===== config.mk =====
export PLATFORM = sky130hd
export DESIGN_NAME = onehot_index_encoder
export DESIGN_NICKNAME = d
export VERILOG_FILES = /design/src/rtl/onehot_index_encoder_pkg.sv /design/src/rtl/onehot_index_encoder_prio_core.sv /design/src/rtl/onehot_index_encoder.sv
export SDC_FILE = /design/constraint.sdc
export NUM_CORES = 1
export LEC_CHECK = 0
export ABC_AREA = 0
export CAP_MARGIN = 20
export CORE_MARGIN = 5
export CORE_UTILIZATION = 47
export DETAILED_ROUTE_END_ITERATION = 7
export PLACE_DENSITY = 0.87
export SLEW_MARGIN = 5
export SYNTH_ARGS = -nofsm -noshare
export SYNTH_HDL_FRONTEND = slang
export SYNTH_SLANG_ARGS = --single-unit

===== constraint.sdc =====
create_clock -name clk -period 2.3 [get_ports clk]
set_input_delay 0.46 -clock clk [delete_from_list [all_inputs] [get_ports clk]]
set_output_delay 0.46 -clock clk [all_outputs]
set_load 0.02 [all_outputs]

===== src/rtl/onehot_index_encoder_pkg.sv =====
// Shared constants and state encoding for the one-hot index encoder.
// The ONEHOT_ENC_STRICT_EN build option is handled in the top module.
package onehot_index_encoder_pkg;

    localparam int DEF_WIDTH = 4;
    localparam int DEF_IDX_W = 2;
    localparam int DEF_CNT_W = 8;

    typedef enum logic {
        ST_EMPTY = 1'b0,
        ST_FULL  = 1'b1
    } state_e;

endpackage


===== src/rtl/onehot_index_encoder_prio_core.sv =====
// Combinational lowest-bit priority encoder with zero and multi-hot detection.
// Bit 0 has the highest priority; an all-zero vector reports index 0.
module onehot_prio_core #(
    parameter int WIDTH = 4,
    parameter int IDX_W = 2
) (
    input  logic [WIDTH-1:0] vec_i,
    output logic [IDX_W-1:0] index_o,
    output logic             none_o,
    output logic             multi_o
);

    logic found;

    always_comb begin
        index_o = '0;
        found   = 1'b0;
        for (int i = 0; i < WIDTH; i++) begin
            if (vec_i[i] && !found) begin
                index_o = IDX_W'(i);
                found   = 1'b1;
            end
        end
    end

    // Clearing the lowest set bit leaves something only when more than one bit was set.
    assign none_o  = ~|vec_i;
    assign multi_o = |(vec_i & (vec_i - WIDTH'(1)));

endmodule


===== src/rtl/onehot_index_encoder.sv =====
// Registered valid/ready one-hot to binary index stage with a saturating multi-hot counter.
// Define ONEHOT_ENC_STRICT_EN to drop multi-hot inputs (still counted) instead of forwarding them.
module onehot_index_encoder
    import onehot_index_encoder_pkg::*;
#(
    parameter int WIDTH = DEF_WIDTH,
    parameter int IDX_W = DEF_IDX_W,
    parameter int CNT_W = DEF_CNT_W
) (
    input  logic             clk,
    input  logic             rst,
    input  logic             in_valid,
    output logic             in_ready,
    input  logic [WIDTH-1:0] in_onehot,
    output logic             out_valid,
    input  logic             out_ready,
    output logic [IDX_W-1:0] out_index,
    output logic             out_none,
    output logic             out_multi,
    output logic [CNT_W-1:0] err_cnt
);

    logic [IDX_W-1:0] enc_index;
    logic             enc_none;
    logic             enc_multi;

    onehot_prio_core #(
        .WIDTH (WIDTH),
        .IDX_W (IDX_W)
    ) u_core (
        .vec_i   (in_onehot),
        .index_o (enc_index),
        .none_o  (enc_none),
        .multi_o (enc_multi)
    );

    state_e           state_q, state_d;
    logic [IDX_W-1:0] index_q, index_d;
    logic             none_q, none_d;
    logic [CNT_W-1:0] err_cnt_q, err_cnt_d;
    logic             accept;
    logic             load;

    assign in_ready = (state_q == ST_EMPTY) | out_ready;
    assign accept   = in_valid & in_ready;

`ifdef ONEHOT_ENC_STRICT_EN
    // Malformed words are consumed and counted but never become a result.
    assign load      = accept & ~enc_multi;
    assign out_multi = 1'b0;
`else
    logic multi_q, multi_d;

    assign load      = accept;
    assign out_multi = multi_q;

    always_comb begin
        multi_d = multi_q;
        if (load) begin
            multi_d = enc_multi;
        end
    end

    always_ff @(posedge clk or posedge rst) begin
        if (rst) begin
            multi_q <= 1'b0;
        end else begin
            multi_q <= multi_d;
        end
    end
`endif

    always_comb begin
        state_d = state_q;
        index_d = index_q;
        none_d  = none_q;
        case (state_q)
            ST_EMPTY: if (load) state_d = ST_FULL;
            ST_FULL:  if (out_ready && !load) state_d = ST_EMPTY;
            default:  state_d = ST_EMPTY;
        endcase
        if (load) begin
            index_d = enc_index;
            none_d  = enc_none;
        end
    end

    always_comb begin
        err_cnt_d = err_cnt_q;
        if (accept && enc_multi && (err_cnt_q != {CNT_W{1'b1}})) begin
            err_cnt_d = err_cnt_q + CNT_W'(1);
        end
    end

    always_ff @(posedge clk or posedge rst) begin
        if (rst) begin
            state_q   <= ST_EMPTY;
            index_q   <= '0;
            none_q    <= 1'b0;
            err_cnt_q <= '0;
        end else begin
            state_q   <= state_d;
            index_q   <= index_d;
            none_q    <= none_d;
            err_cnt_q <= err_cnt_d;
        end
    end

    assign out_valid = (state_q == ST_FULL);
    assign out_index = index_q;
    assign out_none  = none_q;
    assign err_cnt   = err_cnt_q;

endmodule

# [Word-level counts from Yosys, hierarchy flattened]
# Cells that the tools add are included.
[word_totals] memories=0 ram_bits=0 wordCells=34 in_bits=8 latch_bits=0 romBits=0 out_inout_bits=14 reg_bits=13
[classes] shift=0 reduce_logical=13 order_cmp=0 bitwise_logic=4 mul=0 n_eq_ne=1 add_sub_neg=2 n_mux=9 n_div=0
[ops] op="8-bit by 1-bit adder with 8-bit output (second input constant)" count=1
[ops] op="8-bit != test (second input constant)" count=1
[ops] op="4-bit OR reduction" count=2
[ops] op="1-bit logical AND" count=6
[ops] op="1-bit two-way mux" count=6
[ops] op="1-bit zero test" count=5
[ops] op="4-bit bitwise AND" count=1
[ops] op="2-bit two-way mux" count=2
[ops] op="4-bit by 1-bit subtractor with 4-bit output (second input constant)" count=1
[ops] op="1-bit case mux with 2 select lines" count=1
[ops] op="1-bit bitwise AND" count=1
[ops] op="1-bit inverter" count=1
[ops] op="1-bit OR" count=1

# [Longest topological paths before layout]
# Gate-level depths: netlist of run 1.
[depth] word_depth=10 mapped_depth=5 ltp_nobuf=5

# [Cells and area by module]
# Synthesis of run 1 repeated with hierarchy kept, for this count alone.
[hier_totals] hier_cells=59 hier_area_um2=656.9
[modules_own_cells] module="onehot_index_encoder" area_per_inst_um2=601.8 n_inst=1 seq_area_each_um2=325.3 cells_each=50
[modules_own_cells] module="onehot_prio_core" area_per_inst_um2=55.1 n_inst=1 seq_area_each_um2=0.0 cells_each=9

# [Worst setup path before layout of run 1]
# OpenSTA, ideal clock, no wires.
[synth_path] kind="input port to flip-flop" start="input port out_ready" end="register err_cnt_q[1] (netlist: err_cnt[1])" setup_slack_ns=0.534 setup_time_ns=0.125 required_ns=2.175 arrival_time_ns=1.641 n_path_buf=0 stages=4 path_cell_list="nand2b_1 o311ai_4 a311oi_4 mux2_2"
[synth_via] elab_chain_len=4
[synth_rtl] item="from (decl)" line="onehot_index_encoder.sv:16" text="input logic out_ready,"
[synth_rtl] item="1-bit OR" line="onehot_index_encoder.sv:44" text="assign in_ready = (state_q == ST_EMPTY) | out_ready;"
[synth_rtl] item="1-bit bitwise AND" line="onehot_index_encoder.sv:45" text="assign accept = in_valid & in_ready;"
[synth_rtl] item="1-bit logical AND (2 in series)" line="onehot_index_encoder.sv:90" text="if (accept && enc_multi && (err_cnt_q != {CNT_W{1'b1}})) begin"
[synth_rtl] item="to (signal assigned)" line="onehot_index_encoder.sv:105" text="err_cnt_q <= err_cnt_d;"
[synth_rtl] item="to (decl)" line="onehot_index_encoder.sv:40" text="logic [CNT_W-1:0] err_cnt_q, err_cnt_d;"
# No other way between the ends.
# A chain may end at the register's enable or synchronous reset.

# [Worst setup path after layout of run 1]
[layout_path] start="input port out_ready" end="output port in_ready"
[layout_via] elab_chain_len=1
[layout_rtl] item="1-bit OR" line="onehot_index_encoder.sv:44"
[layout_rtl] item="to (decl)" line="onehot_index_encoder.sv:13" text="output logic in_ready,"
# No other way between the ends.

==> results of run 1 <==
final timing paths:
check / startpoint / endpoint / slack, ps
worst min register to register: out_multi / out_multi / 490
worst max register to register: out_valid / err_cnt[1] / 720
worst min-delay path: out_multi / out_multi / 490
min in group asynchronous: rst / out_index[0] / 500
worst max-delay path: out_ready / in_ready / 210
max in group asynchronous: rst / err_cnt[4] / 1480
flip-flops by register name (all words and copies together), names as in the netlist:
| signal | flops |
|---|---|
| err_cnt | 8 |
| out_index | 2 |
| out_multi | 1 |
| out_none | 1 |
| out_valid | 1 |
routing by layer:
metal | global-route usage (%) | vias to the layer above | wire length, µm | share of wire (%)
li1 | - | 280 | - | -
met1 | 17.8 | 255 | 624 | 46
met2 | 21.6 | 14 | 646 | 47
met3 | 2.26 | 4 | 51 | 3.7
met4 | 11.3 | 0 | 48 | 3.5
met5 | 0 | - | 0 | 0
stage by stage:
| stage | hold slack, ps | std cells |
|---|---|---|
| 3_5_place_dp | 468 | 99 |
| 5_1_grt | 526 | 103 |
| 2_1_floorplan | 337 | 62 |
| 4_1_cts | 490 | 103 |
| 3_3_place_gp | 464 | 99 |
| 6_report | 487 | 103 |
layout by cell type, fill, tap and decap left out:
cell type	n
clkdlybuf4s50_1	21
dfrtp_1	13
nand2_1	8
nor2_1	5
o21ai_0	4
nor4_1	4
xor2_1	4
inv_1	3
mux2_2	3
clkbuf_4	3
nand2b_1	2
nand3_1	2
nand4_1	2
maj3_2	1
nor2_4	1
o311ai_4	1
and2_1	1
mux2i_1	1
o41ai_1	1
nor3_1	1
a21oi_1	1
o31ai_1	1
a311oi_4	1
nor3b_1	1
ha_1	1
clkinv_2	1
buf_4	1
critical path, cell delays in order:
cell             delay [ps]
clkdlybuf4s50_1         450
nand2b_1                120
clkdlybuf4s50_1         610
cell families after synthesis:
| kind of cell | count (synthesis) | synth area share [%] |
|---|---|---|
| adders and majority gates | 2 | 3.54 |
| AOI/OAI and AO/OA | 9 | 14.0 |
| and+or+nand+nor | 27 | 20.7 |
| DFF | 13 | 48.4 |
| xor gates and xnor gates | 4 | 5.21 |
| buffers and inverters | 3 | 1.68 |
| muxes | 4 | 6.52 |
power by group:
group | switching [µW] | internal [µW] | leakage [µW] | total [µW]
Combinational | 201 | 200 | 0.000212 | 401
Clock | 76.6 | 64.5 | 0.0000177 | 141
Sequential | 84.5 | 295 | 0.000157 | 380
Total | 362 | 560 | 0.000387 | 922
area by class of cell:
type / instances / area, µm² / area share, %
clock inverters: 1 / 5.00 / 0.535
inverters: 3 / 11.3 / 1.20
multi-input cells: 46 / 335 / 35.8
flip-flops and latches: 13 / 325 / 34.8
repair buffers: 22 / 218 / 23.3
clock buffers: 3 / 22.5 / 2.41
well taps: 15 / 18.8 / 2.01
==> flow_summary_export.csv, run 1 <==
group,metric,value,unit
timing,rsz0062_at_grt,"no",
synthesis,synth.top_cell.area_share,48.4,%
detailed_routing,wire_per_inst,13.3,µm
floorplan,start_util,50.4,%
clock_network,post_cts_buffers,0,
detailed_routing,drtIter0Drc,8,
floorplan,rows,13,
setup_path,reg2regPathDepth,5,
synthesis,synth_area_per_cell,10.8,µm²
floorplan,core_area,0.00133,mm²
timing,setup_ws,208,ps
setup_path,crit_type,"input pin to output port",
timing,worst_slew_pin_slew,477,ps
floorplan,die_w,47.8,µm
floorplan,die_h,47.8,µm
synthesis,synth-edff-count,0,
synthesis,yosysSeqAreaShare,48.4,%
timing,timing.final.crit_share,90.9,%
clock_network,ctsResizeCount,0,
power,power_leakage,0.000387,µW
detailed_routing,drtAntennaViolNets,0,
synthesis,yosysWarnings,0,
synthesis,netlist_area,672,µm²
synthesis,async_reset_ff_share,100,%
timing,maxSlewViolCount,0,
min_path,worst_hold_path.num_cells,2,
clock_network,cts_tree,"yes",
detailed_routing,drc,0,
clock_network,h-tree-depth,1,
clock_network,clock-sinks,13,
synthesis,yosysTopAreaCell,"dfrtp_1",
clock_network,clk_pin_slew,80,ps
cells_and_area,fillCellCount,98,
cells_and_area,areaGrowthSynthToFinish,39.3,%
clock_network,clk_latency,280,ps
timing,maxSlewHeadroom,68.2,%
grt,grt_usage,14.3,%
synthesis,ys.flop_type,"dfrtp_1",
timing,fin_skew,2.12,ps
setup_path,crit_required,1840,ps
placed_design,gp_congestion,0.820,
grt,grt_pass1_vias,514,
synthesis,ys_ff_latch,13,
setup_path,crit_fanout,2,
min_path,hp-class,"register to register",
timing,finalSetupTns,0,ps
clock_network,cts_root_buf,"clkbuf_4",
clock_network,cts-buffers-inserted,3,
setup_path,critical_path.startpoint_type,"input pin",
timing,report.final.setup_viol,0,
power,power_density,985,mW/mm²
run,cap_violations,0,
timing,period_needed,2090,ps
cells_and_area,final_util,70.2,%
detailed_routing,drtPass1Iterations,4,
detailed_routing,vias,553,
clock_network,clock_path_buffers,2,
floorplan,ios,22,
detailed_routing,drt_wl_total,1.37,mm
setup_path,endpoint_kind,"output port",
synthesis,syn-num-nets,71,
cells_and_area,fin_area,936,µm²
detailed_routing,vias_per_cell,5.37,
cells_and_area,nNetsFinal,98,
placed_design,port_buffers,21,
cells_and_area,antenna_cells,0,
cells_and_area,drive_gt1_share,13.6,%
placed_design,hpwl,1.05,mm
placed_design,dpl_cell_area,908,µm²
synthesis,synthDistinctLibCells,23,
grt,overflow,0,
synthesis,synth.most_common_cell,"dfrtp_1",
grt,grt_pass1_wl,2.19,mm
placed_design,dp_slack,173,ps
power,vdd_drop_max,776,µV
timing,fmax,0.478,GHz
synthesis,ys_top_cells_by_count,"dfrtp_1, nand2_1, nor2_1",
floorplan,dieArea,0.00229,mm²
synthesis,syn_inst,62,
synthesis,synth_area_leaders,"dfrtp_1, xor2_1, mux2_2, nand2_1, a311oi_4",
clock_network,cts_hold_buf,0,
grt,grt_max_degree,14,
timing,hold_viol_final,0,
grt,antenna_found_initial,0,
power,power,922,µW
run_status,outcome,"complete, no violations",
setup_path,critPathArrivalTime,1630,ps
No activity file was read; power rests on OpenSTA's default activity.
==> run 2: changes to the inputs <==
--- a/config.mk
+++ b/config.mk
@@ -10,6 +10,7 @@
 export CORE_MARGIN = 5
 export CORE_UTILIZATION = 47
 export DETAILED_ROUTE_END_ITERATION = 7
+export GPL_TIMING_DRIVEN = 0
 export PLACE_DENSITY = 0.87
 export SLEW_MARGIN = 5
 export SYNTH_ARGS = -nofsm -noshare
==> run 2 against run 1 <==
Compared with the run above: non-clock buffer count fell by 1; critical path depth did not move; flip-flop and latch count did not move; clock power fell by 4%; clock skew barely moved; first-iteration DRC count rose by 13%.
==> flow_summary_export.csv, run 2 (synthesis gave the netlist of run 1 again) <==
group,metric,value,unit
clock_network,cts_hold_buf,0,
setup_path,endpoint_kind,"output port",
detailed_routing,vias_per_cell,5.54,
floorplan,rows,13,
floorplan,die_w,47.8,µm
grt,antenna_found_initial,0,
clock_network,clock-sinks,13,
setup_path,crit_required,1840,ps
detailed_routing,wire_per_inst,13.6,µm
timing,finalSetupTns,0,ps
power,vdd_drop_max,536,µV
setup_path,crit_fanout,4,
power,power_leakage,0.000380,µW
clock_network,post_cts_buffers,0,
clock_network,ctsResizeCount,0,
timing,maxSlewViolCount,0,
clock_network,clk_latency,270,ps
timing,fmax,0.454,GHz
placed_design,hpwl,1.10,mm
run_status,outcome,"complete, no violations",
setup_path,critPathArrivalTime,1740,ps
detailed_routing,drtAntennaViolNets,0,
floorplan,start_util,50.4,%
detailed_routing,vias,565,
timing,maxSlewHeadroom,67.8,%
floorplan,die_h,47.8,µm
grt,grt_pass1_wl,2.15,mm
min_path,hp-class,"register to register",
clock_network,clock_path_buffers,2,
detailed_routing,drtIter0Drc,9,
setup_path,crit_type,"input pin to output port",
timing,worst_slew_pin_slew,482,ps
cells_and_area,fillCellCount,107,
setup_path,critical_path.startpoint_type,"input pin",
clock_network,cts_root_buf,"clkbuf_4",
grt,overflow,0,
cells_and_area,antenna_cells,0,
cells_and_area,largest_reg_flops,8,
cells_and_area,drive_gt1_share,11.5,%
grt,grt_max_degree,14,
floorplan,ios,22,
timing,period_needed,2200,ps
timing,timing.final.crit_share,95.8,%
power,power_density,995,mW/mm²
power,power,922,µW
cells_and_area,final_cell_mix,"clkdlybuf4s50_1, dfrtp_1, nand2_1",
clock_network,cts_tree,"yes",
cells_and_area,areaGrowthSynthToFinish,38.0,%
timing,fin_skew,2.18,ps
cells_and_area,final_common_cell,"clkdlybuf4s50_1",
grt,grt_usage,14.1,%
floorplan,dieArea,0.00229,mm²
clock_network,clk_pin_slew,70,ps
run,cap_violations,0,
grt,grt_pass1_vias,508,
timing,report.final.setup_viol,0,
timing,rsz0062_at_grt,"no",
detailed_routing,drtPass1Iterations,4,
cells_and_area,nNetsFinal,97,
detailed_routing,drt_wl_total,1.39,mm
clock_network,h-tree-depth,1,
timing,hold_viol_final,0,
detailed_routing,drc,0,
placed_design,port_buffers,21,
clock_network,cts-buffers-inserted,3,
floorplan,core_area,0.00133,mm²
placed_design,gp_congestion,0.845,
## run 2: worst paths after layout
kind / endpoint / from / slack, ps / cells after the start
max: in_ready / out_ready / 100 / 3
min: out_index[1] / out_index[1] / 490 / 2
max reg2reg: err_cnt[1] / out_valid / 740 / 4
min reg2reg: out_index[1] / out_index[1] / 490 / 2
max in group asynchronous: out_none / rst / 1480 / 2
min in group asynchronous: out_index[0] / rst / 500 / 2
## run 2: where the power goes
| part | leakage, µW | internal, µW | switching (µW) |
|---|---|---|---|
| sequential | 0.000157 | 296 | 86.5 |
| combinational | 0.000208 | 200 | 205 |
| clock | 0.0000150 | 67.3 | 67.9 |
## run 2: final cells by class
type / count / area (µm²) / area share, %
inverters: 3 / 11.3 / 1.21
multi-input cells: 46 / 335 / 36.2
repair buffers: 21 / 210 / 22.7
clock buffers: 4 / 26.3 / 2.83
well taps: 15 / 18.8 / 2.02
flip-flops and latches: 13 / 325 / 35.1
## run 2: metal layers
metal	wire, µm	GRT usage [%]	vias to the layer above
met5	0	0	-
met4	35	8.06	0
met3	81	4.51	4
met2	709	22.7	19
met1	564	16.4	265
li1	-	-	277
## run 2: per-stage QoR
| step | instance area, µm² | cells | utilization, % | hold slack [ps] | setup slack, ps |
|---|---|---|---|---|---|
| detailed placement | 901 | 98 | 67.5 | 474 | 89.0 |
| finish | 927 | 102 | 69.5 | 488 | 96.7 |
| CTS | 927 | 102 | 69.5 | 492 | 88.9 |
| global placement | 901 | 98 | 67.5 | 462 | 96.9 |
| floorplan | 672 | 62 | - | 337 | 534 |
| global route | 927 | 102 | 69.5 | 497 | 33.6 |
## run 2: critical path, stage by stage
cell and delay [ps]:
clkdlybuf4s50_1 440, nand2b_1 200, clkdlybuf4s50_1 640
